### src/rtl/alu_pkg.sv
// Shared types for the execute stage: ALU op encodings and the ALU result bundle.
package alu_pkg;

  localparam int XLEN_DEF      = 32;
  localparam int REGADDR_W_DEF = 5;

  typedef enum logic [3:0] {
    ALU_AND = 4'b0000,
    ALU_OR  = 4'b0001,
    ALU_ADD = 4'b0010,
    ALU_SUB = 4'b0110,
    ALU_SLT = 4'b0111,
    ALU_NOR = 4'b1100
  } alu_op_e;

  // Result width follows XLEN_DEF; the stage is built at that width.
  typedef struct packed {
    logic [XLEN_DEF-1:0] result;
    logic                zero;
    logic                overflow;
    logic                illegal;
  } exec_result_t;

endpackage

### src/rtl/alu_core.sv
// Purely combinational ALU: decodes the 4-bit control code and produces result and flags.
module alu_core
  import alu_pkg::*;
(
  input  logic [3:0]          i_ctrl,
  input  logic [XLEN_DEF-1:0] i_a,
  input  logic [XLEN_DEF-1:0] i_b,
  output exec_result_t        o_res
);

  localparam int MSB = XLEN_DEF - 1;

  logic [XLEN_DEF-1:0] w_sum;
  logic [XLEN_DEF-1:0] w_diff;
  logic                w_add_ovf;
  logic                w_sub_ovf;
  logic                w_lt;
  logic [XLEN_DEF-1:0] w_result;
  logic                w_ovf;
  logic                w_illegal;

  assign w_sum  = i_a + i_b;
  // SUB and SLT share a single subtractor: A + ~B + 1.
  assign w_diff = i_a + ~i_b + XLEN_DEF'(1);

  assign w_add_ovf = (i_a[MSB] == i_b[MSB]) && (w_sum[MSB]  != i_a[MSB]);
  assign w_sub_ovf = (i_a[MSB] != i_b[MSB]) && (w_diff[MSB] != i_a[MSB]);
  // Signed less-than survives overflow by correcting the sign with the overflow bit.
  assign w_lt      = w_diff[MSB] ^ w_sub_ovf;

  // Op select; illegal codes force a zero result and raise the illegal flag.
  always_comb begin
    w_result  = '0;
    w_ovf     = 1'b0;
    w_illegal = 1'b0;
    case (i_ctrl)
      ALU_AND: w_result = i_a & i_b;
      ALU_OR:  w_result = i_a | i_b;
      ALU_ADD: begin
        w_result = w_sum;
        w_ovf    = w_add_ovf;
      end
      ALU_SUB: begin
        w_result = w_diff;
        w_ovf    = w_sub_ovf;
      end
      ALU_SLT: w_result = {{(XLEN_DEF-1){1'b0}}, w_lt};
      ALU_NOR: w_result = ~(i_a | i_b);
      default: w_illegal = 1'b1;
    endcase
  end

  assign o_res.result   = w_result;
  assign o_res.zero     = (w_result == '0);
  assign o_res.overflow = w_ovf;
  assign o_res.illegal  = w_illegal;

endmodule

### src/rtl/alu_exec_stage.sv
// Execute stage: ALU core plus valid/ready handshake into the EX/MEM register, with flush.
module alu_exec_stage
  import alu_pkg::*;
#(
  parameter int XLEN      = XLEN_DEF,
  parameter int REGADDR_W = REGADDR_W_DEF
) (
  input  logic                 clk,
  input  logic                 rst,
  input  logic                 flush,
  input  logic                 inValid,
  output logic                 inReady,
  input  logic [3:0]           ctrlSignal,
  input  logic [XLEN-1:0]      srcA,
  input  logic [XLEN-1:0]      srcB,
  input  logic [REGADDR_W-1:0] rdIn,
  input  logic                 regWriteIn,
  output logic                 outValid,
  input  logic                 outReady,
  output logic [XLEN-1:0]      result,
  output logic                 zero,
  output logic                 overflow,
  output logic [REGADDR_W-1:0] rdOut,
  output logic                 regWriteOut,
  output logic                 illegalOp
);

  exec_result_t         w_exec;
  logic                 w_accept;

  logic                 r_valid;
  logic [XLEN-1:0]      r_result;
  logic                 r_zero;
  logic                 r_overflow;
  logic [REGADDR_W-1:0] r_rd;
  logic                 r_reg_write;
  logic                 r_illegal;

  alu_core u_core (
    .i_ctrl (ctrlSignal),
    .i_a    (srcA),
    .i_b    (srcB),
    .o_res  (w_exec)
  );

  // Ready when not flushing and the register is empty or being drained this cycle.
  always_comb begin
    inReady = !rst && !flush && (!r_valid || outReady);
  end

  assign w_accept = inValid && inReady;

  // EX/MEM register: flush beats accept, accept beats drain, otherwise hold.
  always_ff @(posedge clk or posedge rst) begin
    if (rst) begin
      r_valid     <= 1'b0;
      r_result    <= '0;
      r_zero      <= 1'b0;
      r_overflow  <= 1'b0;
      r_rd        <= '0;
      r_reg_write <= 1'b0;
      r_illegal   <= 1'b0;
    end else if (flush) begin
      r_valid     <= 1'b0;
    end else if (w_accept) begin
      r_valid     <= 1'b1;
      r_result    <= w_exec.result;
      r_zero      <= w_exec.zero;
      r_overflow  <= w_exec.overflow;
      r_rd        <= rdIn;
      r_reg_write <= regWriteIn && !w_exec.illegal;
      r_illegal   <= w_exec.illegal;
    end else if (outReady) begin
      r_valid     <= 1'b0;
    end
  end

  assign outValid    = r_valid;
  assign result      = r_result;
  assign zero        = r_zero;
  assign overflow    = r_overflow;
  assign rdOut       = r_rd;
  assign regWriteOut = r_reg_write;
  assign illegalOp   = r_illegal;

endmodule

### config.mk
export PLATFORM = sky130hd
export DESIGN_NAME = alu_exec_stage
export DESIGN_NICKNAME = d
export VERILOG_FILES = /design/src/rtl/alu_pkg.sv /design/src/rtl/alu_core.sv /design/src/rtl/alu_exec_stage.sv
export SDC_FILE = /design/constraint.sdc
export NUM_CORES = 1
export LEC_CHECK = 0
export ABC_AREA = 1
export BUFFER_PORTS_ARGS = -buffer_cell sky130_fd_sc_hd__buf_2
export CAP_MARGIN = 10
export CORE_MARGIN = 5
export CORE_UTILIZATION = 65
export CTS_CLUSTER_SIZE = 40
export DETAILED_ROUTE_END_ITERATION = 6
export GPL_ROUTABILITY_DRIVEN = 0
export GPL_TIMING_DRIVEN = 0
export PLACE_DENSITY_LB_ADDON = 0.3
export SLEW_MARGIN = 25
export SYNTH_ARGS = -nofsm -noshare
export SYNTH_HDL_FRONTEND = slang
export SYNTH_SLANG_ARGS = --single-unit
### constraint.sdc
create_clock -name clk -period 5.1 [get_ports clk]
set_input_delay 1.02 -clock clk [delete_from_list [all_inputs] [get_ports clk]]
set_output_delay 1.02 -clock clk [all_outputs]
set_load 0.02 [all_outputs]
# Word level (Yosys, flattened, before mapping)
# Index checks and enable logic that the tools add are counted.
# totals
input_bits,79
elab_cells,46
register_bits,42
# classes
reduce_logical,15
n_eq_ne,9
n_mux,6
bitwise,6
n_addsub,3
# op_table
op,n
$pmux W32 S6,1
$add A32 B32 Y32,2
$not A32 Y32,2
$add A32 B1 Y32 const B,1
$and A32 B32 Y32,1
$logic_not A32 Y1,1
$or A32 B32 Y32,1
$eq A4 B3 Y1 const B,2
$logic_and A1 B1 Y1,6
$reduce_or A6 Y1,1
$eq A4 B1 Y1 const B,1
$eq A4 B2 Y1 const B,1
$eq A4 B4 Y1 const B,1
$logic_not A4 Y1,1
$mux W1,4
$logic_not A1 Y1,3
$ne A1 B1 Y1,3
$reduce_bool A3 Y1,1
$pmux W1 S2,1
$reduce_and A2 Y1,1
$eq A1 B1 Y1,1
$logic_or A1 B1 Y1,1
$not A1 Y1,1
$xor A1 B1 Y1,1

# Logic depth before layout (Yosys ltp)
# Gate-level depths: netlist of run 1.
# logic_depth
word_depth,8
depth_mapped,25

# Cells and area by module
# A second synthesis of run 1 with hierarchy kept.
# hier_totals
hier_cells,1510
area_unflattened_um2,8439.3
# modules_own_cells
mod,area_each_um2,seq_area_each_um2,n_inst,cells_per_inst
alu_core,6642.6,0.0,1,1319
alu_exec_stage,1796.7,1051.0,1,191

# Least setup slack after synthesis of run 1
# OpenSTA, ideal clock, no wires.
# synth_timing
path_kind,input-to-reg
startpoint,input port srcB[28]
endpoint,"register r_zero, in the netlist zero"
stages,19
slack_ns,1.558
arrival_ns,3.425
n_path_buf,1
required_ns,4.983
path_cell_list,inv_1 ha_1 buf_2 inv_1 a21o_1 a21oi_1 o21ai_0 a21oi_1 nand2_1 a221oi_1 fa_1 o21ai_0 a211oi_1 nand3_1 nor2_1 nand3_1 nor2_1 nand3_1 nand2_1
# synth_via
elab_chain_len,8
word_cells_on_any_way,12
cone_classes,add/sub (3); eq/ne (1); mux (1); bitwise (5); reduce/logical (2)
# synth_lines
item,line,text
from (decl),alu_exec_stage.sv:15,"input logic [XLEN-1:0] srcB,"
$not A32 Y32,alu_core.sv:24,assign w_diff = i_a + ~i_b + XLEN_DEF'(1);
$add A32 B32 Y32,alu_core.sv:24,
$add A32 B1 Y32,alu_core.sv:24,
$ne A1 B1 Y1,alu_core.sv:27,assign w_sub_ovf = (i_a[MSB] != i_b[MSB]) && (w_diff[MSB] != i_a[MSB]);
$logic_and A1 B1 Y1,alu_core.sv:27,
$xor A1 B1 Y1,alu_core.sv:29,assign w_lt = w_diff[MSB] ^ w_sub_ovf;
$pmux W32 S6 (*),alu_core.sv:36,case (i_ctrl)
$logic_not A32 Y1 (*),alu_core.sv:54,assign o_res.zero = (w_result == '0);
to (signal assigned),alu_exec_stage.sv:68,r_zero <= w_exec.zero;
to (decl),alu_exec_stage.sv:33,logic r_zero;
# Mark *: on every way between the ends. The rest lies on a longest branch, timed or not.
# A chain may end at the register's enable or synchronous reset.

# Worst setup path in the final report of run 1
# layout_timing
startpoint,input port srcA[22]
endpoint,"register r_zero, in the netlist zero"
# layout_via
elab_chain_len,7
word_cells_on_any_way,11
cone_classes,add/sub (3); eq/ne (1); mux (1); bitwise (4); reduce/logical (2)
# layout_lines
item,line,text
from (decl),alu_exec_stage.sv:14,"input logic [XLEN-1:0] srcA,"
$add A32 B32 Y32,alu_core.sv:24,
$add A32 B1 Y32,alu_core.sv:24,
$ne A1 B1 Y1,alu_core.sv:27,
$logic_and A1 B1 Y1,alu_core.sv:27,
$xor A1 B1 Y1,alu_core.sv:29,
$pmux W32 S6 (*),alu_core.sv:36,
$logic_not A32 Y1 (*),alu_core.sv:54,
# Marks and branches as above.

==> run summary, run 1 <==
Ratio of cells with drive above 1 in the final layout = 0.109
Final setup violation count = 0
Net Count, Synth = 1708
Final min period = 4.13 ns
Placement Setup Slack = 0.758 ns
Maximum clock frequency = 0.242 GHz
Slew margin rel. = 0.440
Outcome = completed
Setup slack after layout = 0.971 ns
ANT cells = 0
Num rows = 41
Fill cell total of the finished layout = 1138
Via Count = 10143
Fin Setup TNS = 0 ns
Io pins = 122
H-tree depth = 2
Dominant synthesized flop cell = dfrtp_1
Initial Utilization = 0.658
Worst VDD drop = 0.163 mV
Critical path class = input pin to flop
First-pass GRT wire length = 42900 µm
Via-to-Cell Ratio = 5.56
Worst-path clk slew = 0.06 ns
Post-synth top cells = nand2_1 (529), inv_1 (285), nor2_1 (177)
Remaining DRCs = 0
Count leader, synth = nand2_1
Startpoint class of the critical path = input pin
Clock Sinks = 42
RSZ-0062 raised after global routing = no
Int Pwr = 0.890 mW
Setup crit end kind = flop
Post-route ant nets = 0
Final Core Density = 0.738
Logic gate share of total power = 0.535
Vias in the first global route = 9366
Hold WS = 0.473 ns
Clk buf depth = 2
Post-synthesis sequential area ratio = 0.127
CTS buffer count = 5
Yosys cell types = 34
Total track usage = 0.355
Number of DRC markers in iteration 0 = 1091
Clock skew = 0.00218 ns
Pre-antenna DRT Iters = 5
Nets = 1837
Slew Limit Fails = 0
P_leak = 5.86 nW
Syn. warnings = 0
Asr flop ratio synth = 1.00
Register area = 0.00105 mm²
Footprint of the multi-input gates = 0.00587 mm²
Die Area = 0.0151 mm²
Syn Area/Cell = 5.43 µm²
Flops & latches, synth = 42
Worst EP required = 5.28 ns
Routed wire length = 26600 µm
Gr ovfl total = 0
Ranking of synthesized cells by area = nand2_1 (24%), ha_1 (16%), inv_1 (13%)
Slew @ Worst Pin = 0.840 ns
Fin crit share = 0.810
EDFF count, synth = 0
Core Box Area = 0.0126 mm²
Initial antenna violation count = 0
CTS Hold Buffers Added = 0
Die width = 123 µm
Class of the worst hold path = flop to flop
Seq pwr share = 0.246
Sw Pwr = 0.741 mW
Post-CTS setup buffers = 0
Max cap viols = 0
Area leader, netlist = nand2_1
Max Fanout on Critical Path = 9
Switch share = 0.454
Clock group share of total power = 0.218
WL per Instance = 14.6 µm
Yosys top cell area share = 0.240
Synth Instances = 1521
Root Buffer = clkbuf_16
IO buf count = 121
Die height = 123 µm
Critical Path AT = 4.31 ns
Post-DP HPWL = 22300 µm
Power Dens Cells = 176 mW/mm²
Synth-to-layout area growth = 12.2%
Cts repair resizes = 0
Final hold violations = 0
Clk Latency, worst-skew pair = 0.28 ns
TritonCTS clock tree = done
Largest net degree at the start of global routing = 32
Synthesized area = 0.00827 mm²
[cell families after synthesis]
group,after synthesis,share of synthesized area
simple gates,900,0.446
buf+inv,334,0.163
compound gates,137,0.0981
flops,42,0.127
fa+ha+maj,108,0.166
[power by group through the flow]
stage,Sequential (mW),Clock [mW],Combinational [mW]
2_1_floorplan,0.465,0,0.527
3_3_place_gp,0.404,0,0.821
3_5_place_dp,0.407,0,0.844
4_1_cts,0.402,0.360,0.849
5_1_grt,0.407,0.368,0.973
6_report,0.402,0.357,0.873
[metal layers]
| layer | GRT usage | vias to the layer above | wire [µm] |
|---|---|---|---|
| met5 | 0 | - | 0 |
| met4 | 0.178 | 0 | 1310 |
| met3 | 0.0747 | 124 | 3860 |
| met2 | 0.568 | 641 | 11400 |
| met1 | 0.453 | 4423 | 10000 |
| li1 | - | 4955 | - |
[area by class of cell]
cell class	instances	share of cell area
Multi-Input combinational cell	1145	0.633
Clock inverter	2	0.00405
Buffer	45	0.0279
Timing Repair Buffer	122	0.0675
Sequential cell	42	0.113
Clock buffer	6	0.0139
Tap cell	172	0.0232
Inverter	289	0.117
[flip-flops by register name, indices dropped and copies added (netlist names)]
name and count:
illegalOp 1, outValid 1, overflow 1, rdOut 5, regWriteOut 1, result 32, zero 1
[metrics by stage]
step                instances  cell area (µm²)  total power [mW]
floorplan                1521             8270             0.992
global placement         1814             9090              1.23
detailed placement       1815             9110              1.25
CTS                      1823             9270              1.61
global route             1823             9270              1.75
finish                   1823             9270              1.63
[critical path, cell delays in order]
cell and delay (ns):
buf_2 0.11, inv_1 0.04, ha_1 0.26, buf_2 0.21
inv_1 0.10, nand2_1 0.06, nand2_1 0.10, a21oi_1 0.21
o21ai_0 0.10, a21oi_1 0.22, nand2_1 0.09, a221oi_1 0.46
fa_1 0.55, o21ai_0 0.18, a211oi_1 0.07, nand3_1 0.14
nor2_1 0.06, nand3_1 0.10, nor2_1 0.06, nand3_1 0.09
nand2_1 0.05
[cells in the final DEF (no fill, tap or decap), types with 8 or more instances in the layout]
cell type  netlist  layout
nor2_1         177     177
ha_1           105     105
clkbuf_1         9      10
nand3_1        142     142
a21oi_1         55      55
nand4_1         18      18
buf_2           24     145
nand2_1        529     529
inv_1          285     284
dfrtp_1         42      42
buf_4            8       8
nor3_1          12      12
a221oi_1        22      22
o21ai_0         42      42
[worst paths after layout]
path | startpoint | to | slack [ns] | depth (start not counted)
max in group asynchronous | rst | result[4]$_DFFE_PP0P_ | 3.99 | 3
worst max-delay path | srcA[22] | zero$_DFFE_PP0P_ | 0.97 | 21
min in group asynchronous | rst | result[27]$_DFFE_PP0P_ | 0.67 | 2
worst min register to register | rdOut[1]$_DFFE_PP0P_ | rdOut[1]$_DFFE_PP0P_ | 0.47 | 2
worst max register to register | outValid$_DFFE_PP0P_ | zero$_DFFE_PP0P_ | 3.15 | 11
worst min-delay path | rdOut[1]$_DFFE_PP0P_ | rdOut[1]$_DFFE_PP0P_ | 0.47 | 2
(Power assumes the default switching activity.)
==> inputs of run 2 (changes only) <==
Settings changed: ABC_AREA 1 to 0, CORE_UTILIZATION 65 to 59.
Clock period 5.1 ns to 3.8 ns, I/O delays scaled along.
==> run 2 against run 1 <==
Effect of this change: the flow now finishes with violations (negative setup slack); combinational power up 42%; non-clock buffer count up 26; flip-flop and latch count unchanged; cell area down 7.7%; clock skew up 0.0049 ns; critical path depth up 3; setup slack worse by 2.5 ns.
==> run summary, run 2 <==
Largest family of logic cells by synthesized area = compound AO/OA/AOI/OAI gates
First-pass GRT wire length = 37900 µm (-12%)
Count leader, synth = ha_1
Hold WS = 0.472 ns (-0.00146 ns)
Synth Instances = 958 (-37%)
Crit-path cells = buf_12 > inv_6 > ha_4 > o21ba_4 > nor4_4 > o21bai_4 > a2111oi_4 > o31ai_4 > o21ai_2 > a41o_1 > a21oi_1 > nor2_1 > nor2_1 > fa_2 > nand4b_1 > o31ai_2 > a221oi_2 > nand4_1 > nor4_2 > nand3_1 > nor4b_2 > nand4_1 > or4_1 > o21ai_1
Remaining DRCs = 0 (unchanged)
CP peak stage delay = 0.46 ns (-0.09 ns)
Via Count = 8318 (-18%)
Worst-path clk slew = 0.06 ns (about the same)
WL per Instance = 19.6 µm (+35%)
Setup crit end kind = flop
Net Count, Synth = 1145 (-33%)
Most common cell after layout, fill and taps aside = buf_2
Io pins = 122 (unchanged)
Final setup violation count = 4 (+4)
Total track usage = 0.322 (-0.0336)
Worst VDD drop = 0.212 mV (+30%)
Clk Latency, worst-skew pair = 0.29 ns (about the same)
Slew margin rel. = 0.513 (+0.0727)
Number of DRC markers in iteration 0 = 1433 (+31%)
Routed wire length = 24500 µm (-7.8%)
Critical Path AT = 5.56 ns (+1.25 ns)
Yosys top cell area share = 0.184 (-0.0559)
Dominant synthesized flop cell = dfrtp_1
Final min period = 5.35 ns
ANT cells = 0 (unchanged)
Setup slack after layout = -1.55 ns (-2.52 ns)
Post-synthesis compound-gate area fraction = 0.341 (+0.243)
EDFF count, synth = 0 (unchanged)
Critical path class = input pin to flop
Clock skew = 0.00711 ns (+0.00493 ns)
Largest net degree at the start of global routing = 24 (-25%)
Area leader, netlist = ha_1
Die height = 120 µm (-2.3%)
Root Buffer = clkbuf_16
Synth-to-layout area growth = 20.1%
Max FFs per register = 32 (unchanged)
Class of the worst hold path = flop to flop
Final instance area = 0.00856 mm² (-7.7%)
Slew @ Worst Pin = 0.731 ns (-0.109 ns)
Ranking of synthesized cells by area = ha_1 (18%), dfrtp_1 (15%), inv_1 (5.3%)
Failing checks = negative setup slack
Fin crit share = 1.41
Flops & latches, synth = 42 (unchanged)
Nets = 1286 (-30%)
Num rows = 40 (-2.4%)
Slowest stage cell, crit path = or4_1
Syn. warnings = 0 (unchanged)
Core Box Area = 0.0119 mm² (-5.2%)
Final hold violations = 0 (unchanged)
RSZ-0062 raised after global routing = yes
Asr flop ratio synth = 1.00 (unchanged)
Synthesized area = 0.00713 mm² (-14%)
Pre-antenna DRT Iters = 6 (+1)
Max Fanout on Critical Path = 2 (-7)
Simple-gate share of the synthesized area = 0.195 (-0.251)
Clk buf depth = 2 (unchanged)
CTS Hold Buffers Added = 0 (unchanged)
Max cap viols = 0 (unchanged)
Post-synthesis sequential area ratio = 0.147 (+0.0203)
XOR/XNOR Fraction of Synth Area = 0.0123 (+0.0123)
Reg-to-reg setup timing slack = 0.97 ns (-2.18 ns)
Clock Sinks = 42 (unchanged)
Post-synthesis adder-cell area fraction = 0.193 (+0.0266)
Maximum clock frequency = 0.187 GHz
IO buf count = 118 (-2.5%)
Via-to-Cell Ratio = 6.67 (+20%)
Worst EP required = 4.01 ns (-1.27 ns)
Outcome = finished with violations
Post-DP HPWL = 18500 µm (-17%)
CTS buffer count = 5 (unchanged)
Syn Area/Cell = 7.44 µm² (+37%)
Power Dens Cells = 259 mW/mm² (+47%)
Vias in the first global route = 7601 (-19%)
Fin Setup TNS = -2.20 ns (-2.20 ns)
Placed inst area = 0.00801 mm² (-12%)
H-tree depth = 2 (unchanged)
Post-route ant nets = 0 (unchanged)
Slew Limit Fails = 0 (unchanged)
Gr ovfl total = 0 (unchanged)
TritonCTS clock tree = done
P_leak = 4.12 nW (-30%)
Ratio of cells with drive above 1 in the final layout = 0.226 (+0.117)
Initial antenna violation count = 0 (unchanged)
Initial Utilization = 0.598 (-0.0594)
Die Area = 0.0144 mm² (-4.6%)
Startpoint class of the critical path = input pin
Post-synth top cells = ha_1 (105), inv_1 (100), nor2_1 (85)
Yosys cell types = 87 (+160%)
Post-synthesis mux area share = 0.0204 (+0.0204)
Most frequent cells in the layout = buf_2 (119), ha_1 (94), inv_1 (90)
Die width = 120 µm (-2.3%)
[run 2: cell types whose count changed after synthesis, sizes merged, moves of 12 or more]
| cell | delta |
|---|---|
| buf | -18 |
| a21oi | +15 |
| mux2 | +12 |
| nor2 | -96 |
| a21o | +15 |
| a221o | +15 |
| o21ai | +31 |
| inv | -189 |
| nand2 | -451 |
| clkbuf | +32 |
| nand3 | -126 |
[run 2: path summary, 6_finish.rpt]
check | from | to | depth (start not counted)
setup / recovery | srcA[1] | zero$_DFFE_PP0P_ | 24
hold / removal | result[27]$_DFFE_PP0P_ | result[27]$_DFFE_PP0P_ | 1
setup reg to reg | outValid$_DFFE_PP0P_ | zero$_DFFE_PP0P_ | 10
hold reg to reg | result[27]$_DFFE_PP0P_ | result[27]$_DFFE_PP0P_ | 1
max in group asynchronous | rst | result[27]$_DFFE_PP0P_ | 3
min in group asynchronous | rst | result[17]$_DFFE_PP0P_ | 2
[run 2: through the flow]
stage	std cells	total power [mW]	utilization	setup slack, ns
after floorplan	958	1.32	-	-1.15
after global placement	1223	1.65	0.669	-2.23
after detailed placement	1225	1.67	0.673	-2.26
after CTS	1243	2.14	0.708	-1.38
after global routing	1247	2.33	0.719	-1.69
final	1247	2.22	0.719	-1.55
[run 2: area by class of cell]
cell class	instances	area (µm²)
Inverter	100	385
Multi-Input combinational cell	757	5720
Buffer	55	279
Timing Repair Buffer	138	796
Tap cell	147	184
Clock buffer	6	129
Clock inverter	2	13.8
Sequential cell	42	1050
Fill cell	954	3350
[run 2: per-layer routing]
| layer | up-vias | global-route usage | share of wire |
|---|---|---|---|
| met1 | 3809 | 0.434 | 0.39 |
| met5 | - | 0 | 0 |
| met3 | 93 | 0.0674 | 0.13 |
| li1 | 3776 | - | - |
| met4 | 0 | 0.121 | 0.036 |
| met2 | 640 | 0.507 | 0.44 |
[run 2: kinds of logic (layout without fill, tap and decap cells)]
| family | after synthesis | after routing |
|---|---|---|
| compound gates | 341 | 341 |
| xor+xnor | 10 | 10 |
| fa+ha+maj | 108 | 108 |
| buf+inv | 159 | 301 |
| flops | 42 | 42 |
| mux | 13 | 13 |
| simple gates | 285 | 285 |
[run 2: power by group]
| part | switching [mW] | leakage, nW | internal (mW) | total (mW) |
|---|---|---|---|---|
| logic | 0.763 | 3.51 | 0.475 | 1.24 |
| clock network | 0.180 | 0.0708 | 0.244 | 0.424 |
| registers | 0.0369 | 0.544 | 0.518 | 0.554 |
| total | 0.980 | 4.12 | 1.24 | 2.22 |
[run 2: repair_timing]
action                                  in CTS  in global routing
endpoints found under the setup margin       5                 10
pin swaps                                   14                 12
buffers inserted                            13                  7
resized for setup                           47                 33
[run 2: worst max-delay path: cells and delay by family]
| family | cells | cell delay, ns |
|---|---|---|
| AND/OR/NAND/NOR | 10 | 2.03 |
| adder cells (fa/ha/maj) | 2 | 0.56 |
| AO/OA/AOI/OAI | 10 | 2.07 |
| buffers and inverters | 2 | 0.16 |
